<file path="config.mk">
export PLATFORM = sky130hd
export DESIGN_NAME = mdu_seq_ctrl
export DESIGN_NICKNAME = d
export VERILOG_FILES = /design/src/rtl/mdu_pkg.sv /design/src/rtl/mdu_iter_step.sv /design/src/rtl/mdu_seq_ctrl.sv
export SDC_FILE = /design/constraint.sdc
export NUM_CORES = 1
export LEC_CHECK = 0
export ABC_AREA = 1
export CAP_MARGIN = 20
export CORE_MARGIN = 3
export CORE_UTILIZATION = 30
export CTS_CLUSTER_DIAMETER = 30
export CTS_CLUSTER_SIZE = 10
export DETAILED_ROUTE_END_ITERATION = 7
export GPL_ROUTABILITY_DRIVEN = 0
export PLACE_DENSITY = 0.51
export SYNTH_ARGS = -nofsm -noshare
export SYNTH_HDL_FRONTEND = slang
export SYNTH_SLANG_ARGS = --single-unit
</file>
<file path="constraint.sdc">
create_clock -name clk -period 7.15 [get_ports clk]
set_input_delay 1.43 -clock clk [delete_from_list [all_inputs] [get_ports clk]]
set_output_delay 1.43 -clock clk [all_outputs]
set_load 0.01 [all_outputs]
</file>
<file path="src/rtl/mdu_pkg.sv">
// Shared constants and types for the multi-cycle multiply/divide unit.
// FS codes match the ALU decode so both paths agree on the encoding.
package mdu_pkg;

    localparam logic [4:0] FS_MULT   = 5'h1E;
    localparam logic [4:0] FS_DIV    = 5'h1F;
    localparam int         MDU_STEPS = 32;
    localparam int         CNT_W     = 6;

    typedef enum logic [1:0] {
        IDLE = 2'd0,
        CALC = 2'd1,
        FIX  = 2'd2
    } mdu_state_e;

    typedef enum logic {
        OP_MULT = 1'b0,
        OP_DIV  = 1'b1
    } mdu_op_e;

endpackage

</file>
<file path="src/rtl/mdu_iter_step.sv">
// One radix-2 iteration on the {hi, lo} accumulator: shift-add for multiply,
// restoring shift-subtract for divide (quotient bits enter at the lsb).
module mdu_iter_step
    import mdu_pkg::*;
#(
    parameter int WIDTH = 32
) (
    input  mdu_op_e              op,
    input  logic [2*WIDTH-1:0]   acc_i,
    input  logic [WIDTH-1:0]     operand_i,
    output logic [2*WIDTH-1:0]   acc_o
);

    logic [WIDTH-1:0] hi;
    logic [WIDTH-1:0] lo;
    logic [WIDTH:0]   sum;
    logic [WIDTH:0]   rem_sh;
    logic [WIDTH:0]   diff;

    always_comb begin
        hi     = acc_i[2*WIDTH-1:WIDTH];
        lo     = acc_i[WIDTH-1:0];
        sum    = {1'b0, hi} + (lo[0] ? {1'b0, operand_i} : '0);
        rem_sh = {hi, lo[WIDTH-1]};
        diff   = rem_sh - {1'b0, operand_i};
        acc_o  = acc_i;
        if (op == OP_MULT) begin
            // Carry of the add becomes the new top bit as the pair shifts right.
            acc_o = {sum, lo[WIDTH-1:1]};
        end else if (!diff[WIDTH]) begin
            acc_o = {diff[WIDTH-1:0], lo[WIDTH-2:0], 1'b1};
        end else begin
            acc_o = {rem_sh[WIDTH-1:0], lo[WIDTH-2:0], 1'b0};
        end
    end

endmodule

</file>
<file path="src/rtl/mdu_seq_ctrl.sv">
// Iterative signed multiply/divide sequencer owning HI/LO. Operates on
// magnitudes for 32 steps, then applies sign correction in a final FIX cycle.
module mdu_seq_ctrl
    import mdu_pkg::*;
#(
    parameter int         WIDTH   = 32,
    parameter logic [4:0] FS_MULT = mdu_pkg::FS_MULT,
    parameter logic [4:0] FS_DIV  = mdu_pkg::FS_DIV
) (
    input  logic             clk,
    input  logic             reset,
    input  logic             start,
    input  logic [4:0]       FS,
    input  logic [WIDTH-1:0] S,
    input  logic [WIDTH-1:0] T,
    input  logic             wr_hi,
    input  logic             wr_lo,
    input  logic [WIDTH-1:0] wd,
    input  logic             rd_req,
    output logic [WIDTH-1:0] HI,
    output logic [WIDTH-1:0] LO,
    output logic             busy,
    output logic             done,
    output logic             stall,
    output mdu_state_e       state_dbg
);

    localparam logic [CNT_W-1:0] LAST_STEP = CNT_W'(MDU_STEPS - 1);

    mdu_state_e           state_q, state_d;
    mdu_op_e              op_q, op_d;
    logic [CNT_W-1:0]     cnt_q, cnt_d;
    logic [2*WIDTH-1:0]   acc_q, acc_d;
    logic [WIDTH-1:0]     opnd_q, opnd_d;
    logic                 s_neg_q, s_neg_d;
    logic                 t_neg_q, t_neg_d;
    logic                 dz_q, dz_d;
    logic [WIDTH-1:0]     hi_q, hi_d;
    logic [WIDTH-1:0]     lo_q, lo_d;
    logic                 done_q, done_d;

    logic [2*WIDTH-1:0]   step_acc;
    logic [2*WIDTH-1:0]   prod_fix;
    logic [WIDTH-1:0]     quot_fix;
    logic [WIDTH-1:0]     rem_fix;
    logic [WIDTH-1:0]     mag_s;
    logic [WIDTH-1:0]     mag_t;
    logic                 accept;

    mdu_iter_step #(.WIDTH(WIDTH)) u_step (
        .op        (op_q),
        .acc_i     (acc_q),
        .operand_i (opnd_q),
        .acc_o     (step_acc)
    );

    always_comb begin
        mag_s    = S[WIDTH-1] ? -S : S;
        mag_t    = T[WIDTH-1] ? -T : T;
        accept   = start && ((FS == FS_MULT) || (FS == FS_DIV));
        prod_fix = (s_neg_q ^ t_neg_q) ? -acc_q : acc_q;
        quot_fix = (s_neg_q ^ t_neg_q) ? -acc_q[WIDTH-1:0] : acc_q[WIDTH-1:0];
        // Remainder follows the dividend's sign, giving truncating division.
        rem_fix  = s_neg_q ? -acc_q[2*WIDTH-1:WIDTH] : acc_q[2*WIDTH-1:WIDTH];

        state_d = state_q;
        op_d    = op_q;
        cnt_d   = cnt_q;
        acc_d   = acc_q;
        opnd_d  = opnd_q;
        s_neg_d = s_neg_q;
        t_neg_d = t_neg_q;
        dz_d    = dz_q;
        hi_d    = hi_q;
        lo_d    = lo_q;
        done_d  = 1'b0;

        case (state_q)
            IDLE: begin
                if (wr_hi) hi_d = wd;
                if (wr_lo) lo_d = wd;
                if (accept) begin
                    s_neg_d = S[WIDTH-1];
                    t_neg_d = T[WIDTH-1];
                    cnt_d   = '0;
                    if (FS == FS_DIV) begin
                        op_d    = OP_DIV;
                        acc_d   = {{WIDTH{1'b0}}, mag_s};
                        opnd_d  = mag_t;
                        dz_d    = (T == '0);
                        state_d = (T == '0) ? FIX : CALC;
                    end else begin
                        op_d    = OP_MULT;
                        acc_d   = {{WIDTH{1'b0}}, mag_t};
                        opnd_d  = mag_s;
                        dz_d    = 1'b0;
                        state_d = CALC;
                    end
                end
            end
            CALC: begin
                acc_d = step_acc;
                cnt_d = cnt_q + 1'b1;
                if (cnt_q == LAST_STEP) state_d = FIX;
            end
            FIX: begin
                done_d  = 1'b1;
                state_d = IDLE;
                if (op_q == OP_MULT) begin
                    hi_d = prod_fix[2*WIDTH-1:WIDTH];
                    lo_d = prod_fix[WIDTH-1:0];
                end else if (dz_q) begin
                    // Dividend magnitude is still untouched in the low half.
                    hi_d = s_neg_q ? -acc_q[WIDTH-1:0] : acc_q[WIDTH-1:0];
                    lo_d = '1;
                end else begin
                    hi_d = rem_fix;
                    lo_d = quot_fix;
                end
            end
            default: state_d = IDLE;
        endcase
    end

    always_ff @(posedge clk or posedge reset) begin
        if (reset) begin
            state_q <= IDLE;
            op_q    <= OP_MULT;
            cnt_q   <= '0;
            acc_q   <= '0;
            opnd_q  <= '0;
            s_neg_q <= 1'b0;
            t_neg_q <= 1'b0;
            dz_q    <= 1'b0;
            hi_q    <= '0;
            lo_q    <= '0;
            done_q  <= 1'b0;
        end else begin
            state_q <= state_d;
            op_q    <= op_d;
            cnt_q   <= cnt_d;
            acc_q   <= acc_d;
            opnd_q  <= opnd_d;
            s_neg_q <= s_neg_d;
            t_neg_q <= t_neg_d;
            dz_q    <= dz_d;
            hi_q    <= hi_d;
            lo_q    <= lo_d;
            done_q  <= done_d;
        end
    end

    assign HI        = hi_q;
    assign LO        = lo_q;
    assign busy      = (state_q != IDLE);
    assign done      = done_q;
    assign stall     = busy & rd_req;
    assign state_dbg = state_q;

endmodule

</file>
-- Word-level counts from Yosys, hierarchy flattened
Index checks and enable logic that the tools add are counted.
W data, S select, Z words.
- flip-flop bits (word level): 173
- output and inout bits: 69
- bits of input ports: 107
- mux-type cells: 31
- add/subtract/negate cells: 8
- reduce and logical (&&, ||, !) cells: 12
- bitwise operators: 2
- equality and inequality tests: 9
- operator list (cell ; number):
    $mux W32 ; 14
    $mux W64 ; 4
    $neg A32 Y32 ; 4
    $pmux W32 S2 ; 2
    $pmux W64 S2 ; 1
    $neg A64 Y64 ; 1
    $add A32 B33 Y33 ; 1
    $sub A33 B32 Y33 ; 1
    $logic_not A32 Y1 ; 1
    $pmux W6 S2 ; 1
    $eq A5 B5 Y1 const B ; 2
    $reduce_and A2 Y1 ; 5
    $mux W2 ; 4
    $ne A2 B2 Y1 const B ; 4
    $add A6 B1 Y6 const B ; 1
    $eq A6 B5 Y1 const B ; 1
    $mux W6 ; 1
    $reduce_bool A2 Y1 ; 3
    $pmux W2 S2 ; 1
    $mux W1 ; 3
    $eq A2 B1 Y1 const B ; 1
    $eq A2 B2 Y1 const B ; 1
    $logic_not A2 Y1 ; 1
    $and A1 B1 Y1 ; 1
    3 further kinds ; 3

-- Depth between registers and ports, before layout
Gate-level depths: netlist (run 1).
- depth after elaboration: 5
- depth in mapped cells: 20
- mapped depth without buffers: 19

-- Modules after synthesis
Synthesis (run 1) repeated with hierarchy kept, for this count alone.
- cells, all modules: 3426
- area, all modules: 19755.2 um^2
- modules (own cells, without submodules) (module ; cells an instance ; instances ; area an instance (um^2)):
    mdu_seq_ctrl ; 2119 ; 1 ; 13419.1
    mdu_iter_step ; 1307 ; 1 ; 6336.1

-- Worst setup path before layout (run 1)
No wires, ideal clock.
- path type: input to output
- start point: input rd_req
- end point: output stall
- required time: 5.720 ns
- setup slack: 4.099 ns
- path buffers: 0
- stages: 2
- data arrival time: 1.621 ns
- path through: inv_1 nor2_1
- longest elaborated chain between the ends: 1
- ends and longest elaborated chain (element ; line ; RTL):
    start, declared ; mdu_seq_ctrl.sv:19 ; input logic rd_req,
    $and A1 B1 Y1 ; mdu_seq_ctrl.sv:157 ; assign stall = busy & rd_req;
    end, declared ; mdu_seq_ctrl.sv:24 ; output logic stall,
Every way passes these cells.

-- Final worst setup path (run 1)
Same ends and word-level chain as after synthesis.

==> run_summary.xml, run 1 <==
<?xml version="1.0" encoding="UTF-8"?>
<metrics>
  <group name="setup_path">
    <metric name="r2r.worst_path.cells" unit="">17</metric>
    <metric name="critical_path_peak_fanout" unit="">1</metric>
    <metric name="arrival_time_of_data_at_the_critical_path_endpoint" unit="ns">2.55</metric>
    <metric name="worst-setup-path-type" unit="">in -&gt; out</metric>
    <metric name="cp_data_required_time" unit="ns">5.72</metric>
    <metric name="nature_of_the_critical_path_startpoint" unit="">input port</metric>
    <metric name="crit_path_end_kind" unit="">output port</metric>
  </group>
  <group name="final_layout">
    <metric name="insertedDiodeCount" unit="">0</metric>
    <metric name="numnets_final" unit="">3765</metric>
    <metric name="drive_above_1_share" unit="">0.0389</metric>
    <metric name="layout-area-overhead-vs-synth" unit="%">15.8</metric>
    <metric name="utilization_after_layout" unit="">0.353</metric>
    <metric name="fillers" unit="">7411</metric>
    <metric name="layout.cells.non_filler" unit="">4455</metric>
    <metric name="finish.instance_area" unit="sq mm">0.0228</metric>
  </group>
  <group name="clocking">
    <metric name="cts_repair_resize_count" unit="">0</metric>
    <metric name="clk-insertion-delay-late" unit="ns">0.50</metric>
    <metric name="cts_inserted_buffers" unit="">17</metric>
    <metric name="post_cts.repair.setup_buffers" unit="">0</metric>
    <metric name="cts.hold.buffers_added" unit="">0</metric>
    <metric name="clock-sinks" unit="">173</metric>
    <metric name="cts-root-to-sink-buffers" unit="">2</metric>
    <metric name="cts.clk_slew.worst_paths" unit="ns">0.08</metric>
    <metric name="cts-root-buf" unit="">sky130_fd_sc_hd__clkbuf_16</metric>
    <metric name="cts_tree" unit="">built</metric>
    <metric name="deepest_level_of_the_cts_h_tree" unit="">4</metric>
  </group>
  <group name="min_path">
    <metric name="hold_class" unit="">reg -&gt; reg</metric>
    <metric name="hold-path-cell-count" unit="">2</metric>
  </group>
  <group name="timing">
    <metric name="fmax" unit="MHz">251</metric>
    <metric name="slew-limit-headroom" unit="">0.301</metric>
    <metric name="least_margin_pin_slew" unit="ns">1.05</metric>
    <metric name="setup_total_negative_slack" unit="ns">0</metric>
    <metric name="setup-violations-final" unit="">0</metric>
    <metric name="clock-skew-final" unit="ns">0.0215</metric>
    <metric name="fin_ws" unit="ns">3.17</metric>
    <metric name="report.final.slew_viol_count" unit="">0</metric>
    <metric name="min_period" unit="ns">3.98</metric>
    <metric name="hold_viol_final" unit="">0</metric>
    <metric name="rsz0062_at_grt" unit="">no</metric>
    <metric name="final_min_period_over_clock_period" unit="">0.556</metric>
  </group>
  <group name="synth">
    <metric name="asyncSetResetFlopFracSynth" unit="">1.00</metric>
    <metric name="yosysWarningCount" unit="">0</metric>
    <metric name="netlist_top_cells_count" unit="">1063 x sky130_fd_sc_hd__nand2_1, 448 x sky130_fd_sc_hd__inv_1, 430 x sky130_fd_sc_hd__nor2_1, 392 x sky130_fd_sc_hd__nand3_1, 258 x sky130_fd_sc_hd__a21oi_1</metric>
    <metric name="synth_sequential_area_ratio" unit="">0.220</metric>
    <metric name="synth.net_count" unit="">3679</metric>
    <metric name="synth_edf_count" unit="">0</metric>
    <metric name="synth_largest_type_area_fraction" unit="">0.220</metric>
    <metric name="post-synth-top-count-cell" unit="">sky130_fd_sc_hd__nand2_1</metric>
    <metric name="syn_std_cell_area" unit="sq mm">0.0197</metric>
    <metric name="yosys_top_cell_by_area" unit="">sky130_fd_sc_hd__dfrtp_1</metric>
    <metric name="dominantRegCellSynth" unit="">sky130_fd_sc_hd__dfrtp_1</metric>
    <metric name="synthDistinctLibCells" unit="">47</metric>
    <metric name="syn-instance-count" unit="">3501</metric>
    <metric name="yosys-top-cells-area" unit="">sky130_fd_sc_hd__dfrtp_1 22%, sky130_fd_sc_hd__nand2_1 20%, sky130_fd_sc_hd__nand3_1 10%, sky130_fd_sc_hd__inv_1 8.5%, sky130_fd_sc_hd__nor2_1 8.2%</metric>
    <metric name="ys_ff_latch" unit="">173</metric>
    <metric name="synth.avg_cell_area" unit="sq um">5.63</metric>
  </group>
  <group name="placed_design">
    <metric name="place_hpwl" unit="um">72300</metric>
    <metric name="placement.setup.worst_slack" unit="ns">3.03</metric>
    <metric name="dp_cells" unit="">4423</metric>
    <metric name="dpl_cell_area" unit="sq mm">0.0222</metric>
    <metric name="port-buffer-count" unit="">175</metric>
  </group>
  <group name="grt">
    <metric name="grt_start_max_net_pins" unit="">101</metric>
    <metric name="overflow" unit="">0</metric>
    <metric name="gr-usage-all-layers" unit="">0.257</metric>
    <metric name="grt_first_pass_wirelength" unit="um">137000</metric>
    <metric name="grt_pass1_vias" unit="">21600</metric>
    <metric name="number_of_antenna_violations_at_the_first_check_in_global_routing" unit="">0</metric>
  </group>
  <group name="detailed_routing">
    <metric name="drt-initial-drc-count" unit="">2101</metric>
    <metric name="drt_pre_antenna_iters" unit="">6</metric>
    <metric name="route.detailed.vias_per_inst" unit="">5.21</metric>
    <metric name="antenna_left" unit="">0</metric>
    <metric name="vias" unit="">23200</metric>
    <metric name="detail_route.wl_per_cell" unit="um">20.4</metric>
    <metric name="postRouteWirelength" unit="um">90900</metric>
    <metric name="route.detailed.drc" unit="">0</metric>
  </group>
  <group name="power">
    <metric name="p_per_area" unit="mW/mm^2">340</metric>
    <metric name="total_leakage_power" unit="nW">11.2</metric>
    <metric name="vdd.ir_drop.worst" unit="uV">206</metric>
  </group>
  <group name="floorplanning">
    <metric name="die_height" unit="um">262</metric>
    <metric name="coreArea" unit="sq mm">0.0647</metric>
    <metric name="io_pins" unit="">176</metric>
    <metric name="initial_utilization" unit="">0.305</metric>
    <metric name="design.die.area" unit="sq mm">0.0688</metric>
    <metric name="row_count" unit="">93</metric>
    <metric name="dieWidth" unit="um">262</metric>
  </group>
  <group name="run">
    <metric name="max_cap_violations" unit="">0</metric>
  </group>
  <group name="outcome">
    <metric name="outcome" unit="">finished, final reports clean</metric>
  </group>
</metrics>
[flip-flops by register name, summed over array words and instances (netlist names)]
name,flops
acc_q,64
HI,32
LO,32
opnd_q,32
cnt_q,6
state_dbg,2
done,1
dz_q,1
op_q,1
s_neg_q,1
t_neg_q,1
[per-stage QoR]
step                      hold slack (ns)  power, W
after floorplan                     0.458   0.00491
after global placement              0.469   0.00666
after detailed placement            0.473   0.00665
after CTS                           0.493   0.00767
after global routing                0.514   0.00842
final                               0.490   0.00775
[power by group]
group          internal, W  switching (W)
combinational      0.00158        0.00333
clock             0.000510       0.000498
sequential         0.00122       0.000604
[worst max-delay path: stages]
cell and delay, ns:
sky130_fd_sc_hd__clkdlybuf4s50_1 0.45, sky130_fd_sc_hd__inv_1 0.04, sky130_fd_sc_hd__nor2_1 0.08, sky130_fd_sc_hd__clkdlybuf4s50_1 0.54
[path summary, 6_finish.rpt]
check	to	start	slack [ns]
setup / recovery	stall	rd_req	3.17
hold / removal	LO[5]$_DFFE_PP0P_	LO[5]$_DFFE_PP0P_	0.49
setup reg to reg	acc_q[0]$_DFFE_PP0P_	acc_q[31]$_DFFE_PP0P_	3.40
hold reg to reg	LO[5]$_DFFE_PP0P_	LO[5]$_DFFE_PP0P_	0.49
max in group asynchronous	op_q$_DFFE_PP0P_	reset	4.45
min in group asynchronous	HI[30]$_DFFE_PP0P_	reset	1.49
[layout make-up]
type,count,area [sq um],share of cell area
clock buffer,18,439,0.0193
clock inverter,14,173,0.00757
inverter,470,1770,0.0777
multi-input combinational,2726,13100,0.574
sequential,173,4330,0.190
tap,855,1070,0.0469
timing repair buffer,199,1930,0.0847
[kinds of logic after synthesis]
kind of cell,Yosys count,synth area share
compound gates,560,0.155
xor+xnor,68,0.0302
flops,173,0.220
buf+inv,602,0.118
simple gates,2027,0.432
fa+ha+maj,71,0.0459
[per-layer routing]
metal	wire, um	GRT usage
met1	42000	0.369
met2	39900	0.398
met3	5560	0.0271
met4	3370	0.0944
met5	0	0
[cells in the final DEF, fill, tap and decap left out, drive strengths merged, types with 2 or more instances in the layout]
cell | netlist | final
nor4 | 4 | 4
clkbuf | 84 | 18
a22oi | 13 | 13
clkdlybuf4s50 | 0 | 175
o21ai | 202 | 202
clkinv | 7 | 13
o221ai | 10 | 10
o22ai | 2 | 2
nand3b | 21 | 21
nor3 | 25 | 25
a21oi | 258 | 258
a31oi | 16 | 16
xor2 | 54 | 54
dfrtp | 173 | 173
nand4 | 27 | 27
inv | 463 | 470
nand2 | 1086 | 1086
ha | 69 | 69
nor2 | 447 | 447
nand3 | 399 | 399
o21bai | 8 | 8
and2 | 6 | 6
a21o | 2 | 2
o21a | 3 | 3
xnor2 | 14 | 14
o211ai | 38 | 38
fa | 2 | 2
buf | 48 | 24
or2 | 10 | 10
a21boi | 3 | 3
Power figures use the tool's default switching activity.
==> run 2: changes to the inputs <==
--- a/config.mk
+++ b/config.mk
@@ -13,7 +13,7 @@
 export CTS_CLUSTER_SIZE = 10
 export DETAILED_ROUTE_END_ITERATION = 7
 export GPL_ROUTABILITY_DRIVEN = 0
-export PLACE_DENSITY = 0.51
+export PLACE_DENSITY = 0.53
 export SYNTH_ARGS = -nofsm -noshare
 export SYNTH_HDL_FRONTEND = slang
 export SYNTH_SLANG_ARGS = --single-unit
==> constraint.sdc (replaced) <==
create_clock -name clk -period 3.3 [get_ports clk]
set_input_delay 0.66 -clock clk [delete_from_list [all_inputs] [get_ports clk]]
set_output_delay 0.66 -clock clk [all_outputs]
set_load 0.01 [all_outputs]
==> run 2 against run 1 <==
Against the previous run: clock power grew 120%; combinational power increased by 140%; global-route usage down 0.17 points; core utilization grew 0.81 points; clock skew down 0.0029 ns; sequential power rose by 93%; die area is the same; wire length about the same; worst setup slack got worse by 2.8 ns; worst hold slack lost 0.00061 ns; non-clock buffer count is 55 higher; register-to-register slack got worse by 3.0 ns.
==> run_summary.xml, run 2 (synthesized netlist as in run 1, its figures left out) <==
<?xml version="1.0" encoding="UTF-8"?>
<metrics>
  <group name="grt">
    <metric name="grt_first_pass_wirelength" unit="um">135000</metric>
    <metric name="grt_pass1_vias" unit="">21500</metric>
    <metric name="grt_start_max_net_pins" unit="">87</metric>
    <metric name="number_of_antenna_violations_at_the_first_check_in_global_routing" unit="">2</metric>
    <metric name="gr-usage-all-layers" unit="">0.256</metric>
    <metric name="overflow" unit="">0</metric>
  </group>
  <group name="placed_design">
    <metric name="place_hpwl" unit="um">73400</metric>
    <metric name="port-buffer-count" unit="">175</metric>
    <metric name="dp_cells" unit="">4478</metric>
    <metric name="dpl_cell_area" unit="sq mm">0.0227</metric>
  </group>
  <group name="timing">
    <metric name="rsz0062_at_grt" unit="">no</metric>
    <metric name="report.final.slew_viol_count" unit="">0</metric>
    <metric name="slew-limit-headroom" unit="">0.376</metric>
    <metric name="setup_total_negative_slack" unit="ns">0</metric>
    <metric name="final_min_period_over_clock_period" unit="">0.875</metric>
    <metric name="fmax" unit="MHz">346</metric>
    <metric name="min_period" unit="ns">2.89</metric>
    <metric name="least_margin_pin_slew" unit="ns">0.933</metric>
    <metric name="clock-skew-final" unit="ns">0.0185</metric>
    <metric name="setup-violations-final" unit="">0</metric>
    <metric name="hold_viol_final" unit="">0</metric>
  </group>
  <group name="setup_path">
    <metric name="worst-setup-path-type" unit="">reg -&gt; reg</metric>
    <metric name="cp_data_required_time" unit="ns">3.69</metric>
    <metric name="critical_path_peak_fanout" unit="">32</metric>
    <metric name="arrival_time_of_data_at_the_critical_path_endpoint" unit="ns">3.27</metric>
    <metric name="nature_of_the_critical_path_startpoint" unit="">flip-flop</metric>
    <metric name="crit_path_end_kind" unit="">flip-flop</metric>
  </group>
  <group name="final_layout">
    <metric name="layout.cells.non_filler" unit="">4511</metric>
    <metric name="drive_above_1_share" unit="">0.0534</metric>
    <metric name="final-seq-area" unit="sq mm">0.00433</metric>
    <metric name="layout-area-overhead-vs-synth" unit="%">18.4</metric>
    <metric name="final_common_cell" unit="">sky130_fd_sc_hd__nand2_1</metric>
    <metric name="largest_register_ffs" unit="">64</metric>
    <metric name="registers.top_by_ff_count" unit="">acc_q</metric>
    <metric name="numnets_final" unit="">3820</metric>
    <metric name="most_used_cells_in_the_layout_excluding_fill_and_tap_cells" unit="">1062 x sky130_fd_sc_hd__nand2_1, 447 x sky130_fd_sc_hd__inv_1, 426 x sky130_fd_sc_hd__nor2_1, 392 x sky130_fd_sc_hd__nand3_1, 258 x sky130_fd_sc_hd__a21oi_1</metric>
    <metric name="finish.instance_area" unit="sq mm">0.0233</metric>
    <metric name="fillers" unit="">7370</metric>
    <metric name="multiInputGateArea" unit="sq mm">0.0131</metric>
  </group>
  <group name="clocking">
    <metric name="cts-root-buf" unit="">sky130_fd_sc_hd__clkbuf_16</metric>
    <metric name="cts_tree" unit="">built</metric>
    <metric name="clk-insertion-delay-late" unit="ns">0.51</metric>
    <metric name="deepest_level_of_the_cts_h_tree" unit="">4</metric>
    <metric name="cts.hold.buffers_added" unit="">0</metric>
    <metric name="cts_inserted_buffers" unit="">17</metric>
    <metric name="cts-root-to-sink-buffers" unit="">2</metric>
    <metric name="clock-sinks" unit="">173</metric>
    <metric name="cts.clk_slew.worst_paths" unit="ns">0.08</metric>
    <metric name="cts_repair_resize_count" unit="">0</metric>
    <metric name="post_cts.repair.setup_buffers" unit="">0</metric>
  </group>
  <group name="run">
    <metric name="max_cap_violations" unit="">0</metric>
  </group>
  <group name="detailed_routing">
    <metric name="route.detailed.drc" unit="">0</metric>
    <metric name="antenna_left" unit="">0</metric>
    <metric name="vias" unit="">23400</metric>
    <metric name="drt_pre_antenna_iters" unit="">5</metric>
    <metric name="postRouteWirelength" unit="um">90800</metric>
    <metric name="route.detailed.vias_per_inst" unit="">5.19</metric>
    <metric name="drt-initial-drc-count" unit="">2360</metric>
    <metric name="detail_route.wl_per_cell" unit="um">20.1</metric>
  </group>
  <group name="floorplanning">
    <metric name="initial_utilization" unit="">0.305</metric>
    <metric name="die_height" unit="um">262</metric>
    <metric name="io_pins" unit="">176</metric>
    <metric name="coreArea" unit="sq mm">0.0647</metric>
    <metric name="row_count" unit="">93</metric>
    <metric name="design.die.area" unit="sq mm">0.0688</metric>
    <metric name="dieWidth" unit="um">262</metric>
  </group>
  <group name="outcome">
    <metric name="outcome" unit="">finished, final reports clean</metric>
  </group>
  <group name="power">
    <metric name="total_leakage_power" unit="nW">11.5</metric>
    <metric name="p_per_area" unit="mW/mm^2">742</metric>
    <metric name="vdd.ir_drop.worst" unit="uV">373</metric>
  </group>
  <group name="min_path">
    <metric name="hold_class" unit="">reg -&gt; reg</metric>
  </group>
</metrics>
==> run 2: cell count changes in the layout (fill, tap and decap cells not counted), sizes merged <==
cell / previous run / this run
clkinvlp: 0 / 1
diode: 0 / 1
clkinv: 13 / 11
buf: 24 / 79
clkbuf: 18 / 19
==> run 2: metal layers <==
layer	up-vias	track usage	part of all wire
li1	11500	-	-
met1	10800	0.359	0.44
met2	971	0.394	0.44
met3	128	0.0373	0.076
met4	0	0.100	0.040
met5	-	0	0
==> run 2: worst max-delay path, cell delays in order, from the launching register on <==
cell and delay, ns:
sky130_fd_sc_hd__dfrtp_1 0.59, sky130_fd_sc_hd__ha_1 0.46, sky130_fd_sc_hd__nand2_1 0.08, sky130_fd_sc_hd__nor2_1 0.25, sky130_fd_sc_hd__and2_1 0.21, sky130_fd_sc_hd__nand2_2 0.07, sky130_fd_sc_hd__nand2_2 0.08, sky130_fd_sc_hd__nand2_2 0.11
sky130_fd_sc_hd__nand2_2 0.09, sky130_fd_sc_hd__nand2_1 0.07, sky130_fd_sc_hd__nand2_2 0.09, sky130_fd_sc_hd__buf_12 0.20, sky130_fd_sc_hd__nand2_1 0.17, sky130_fd_sc_hd__nand2_1 0.09, sky130_fd_sc_hd__nand2_1 0.05, sky130_fd_sc_hd__nand3_1 0.09
sky130_fd_sc_hd__nand2_1 0.06
==> run 2: area by class of cell <==
| cell class | count | share of cell area |
|---|---|---|
| Tap cell | 855 | 0.0458 |
| Clock inverter | 13 | 0.00622 |
| Multi-Input combinational cell | 2726 | 0.561 |
| Timing Repair Buffer | 254 | 0.106 |
| Antenna cell | 1 | 0.000107 |
| Clock buffer | 19 | 0.0194 |
| Inverter | 470 | 0.0758 |
| Sequential cell | 173 | 0.186 |
==> run 2: path summary, 6_finish.rpt <==
kind / depth (start not counted) / startpoint / slack [ns] / endpoint
max in group asynchronous: 3 / reset / 1.82 / op_q$_DFFE_PP0P_
hold / removal: 2 / LO[16]$_DFFE_PP0P_ / 0.49 / LO[16]$_DFFE_PP0P_
min in group asynchronous: 2 / reset / 0.61 / acc_q[59]$_DFFE_PP0P_
setup / recovery: 16 / acc_q[42]$_DFFE_PP0P_ / 0.41 / acc_q[58]$_DFFE_PP0P_
setup reg to reg: 16 / acc_q[42]$_DFFE_PP0P_ / 0.41 / acc_q[58]$_DFFE_PP0P_
hold reg to reg: 2 / LO[16]$_DFFE_PP0P_ / 0.49 / LO[16]$_DFFE_PP0P_
==> run 2: stage by stage <==
stage	total power, W	setup slack, ns	utilization	hold WS (ns)
6_report	0.0173	0.414	0.361	0.489
3_3_place_gp	0.0148	0.100	0.351	0.469
3_5_place_dp	0.0148	0.0423	0.351	0.473
4_1_cts	0.0170	0.456	0.361	0.492
5_1_grt	0.0186	0.171	0.361	0.509
2_1_floorplan	0.0106	0.429	-	0.458
==> run 2: power by group <==
| group | internal, W | switching [W] | total [W] |
|---|---|---|---|
| Sequential | 0.00266 | 0.000873 | 0.00353 |
| Combinational | 0.00376 | 0.00782 | 0.0116 |
| Clock | 0.00111 | 0.00109 | 0.00220 |
| Total | 0.00753 | 0.00978 | 0.0173 |
==> run 3: changes to the inputs <==
--- a/config.mk
+++ b/config.mk
@@ -6,7 +6,6 @@
 export NUM_CORES = 1
 export LEC_CHECK = 0
 export ABC_AREA = 1
-export CAP_MARGIN = 20
 export CORE_MARGIN = 3
 export CORE_UTILIZATION = 30
 export CTS_CLUSTER_DIAMETER = 30
==> results of run 3 <==
The final DEF is identical to that of run 2; final timing and power are the same.
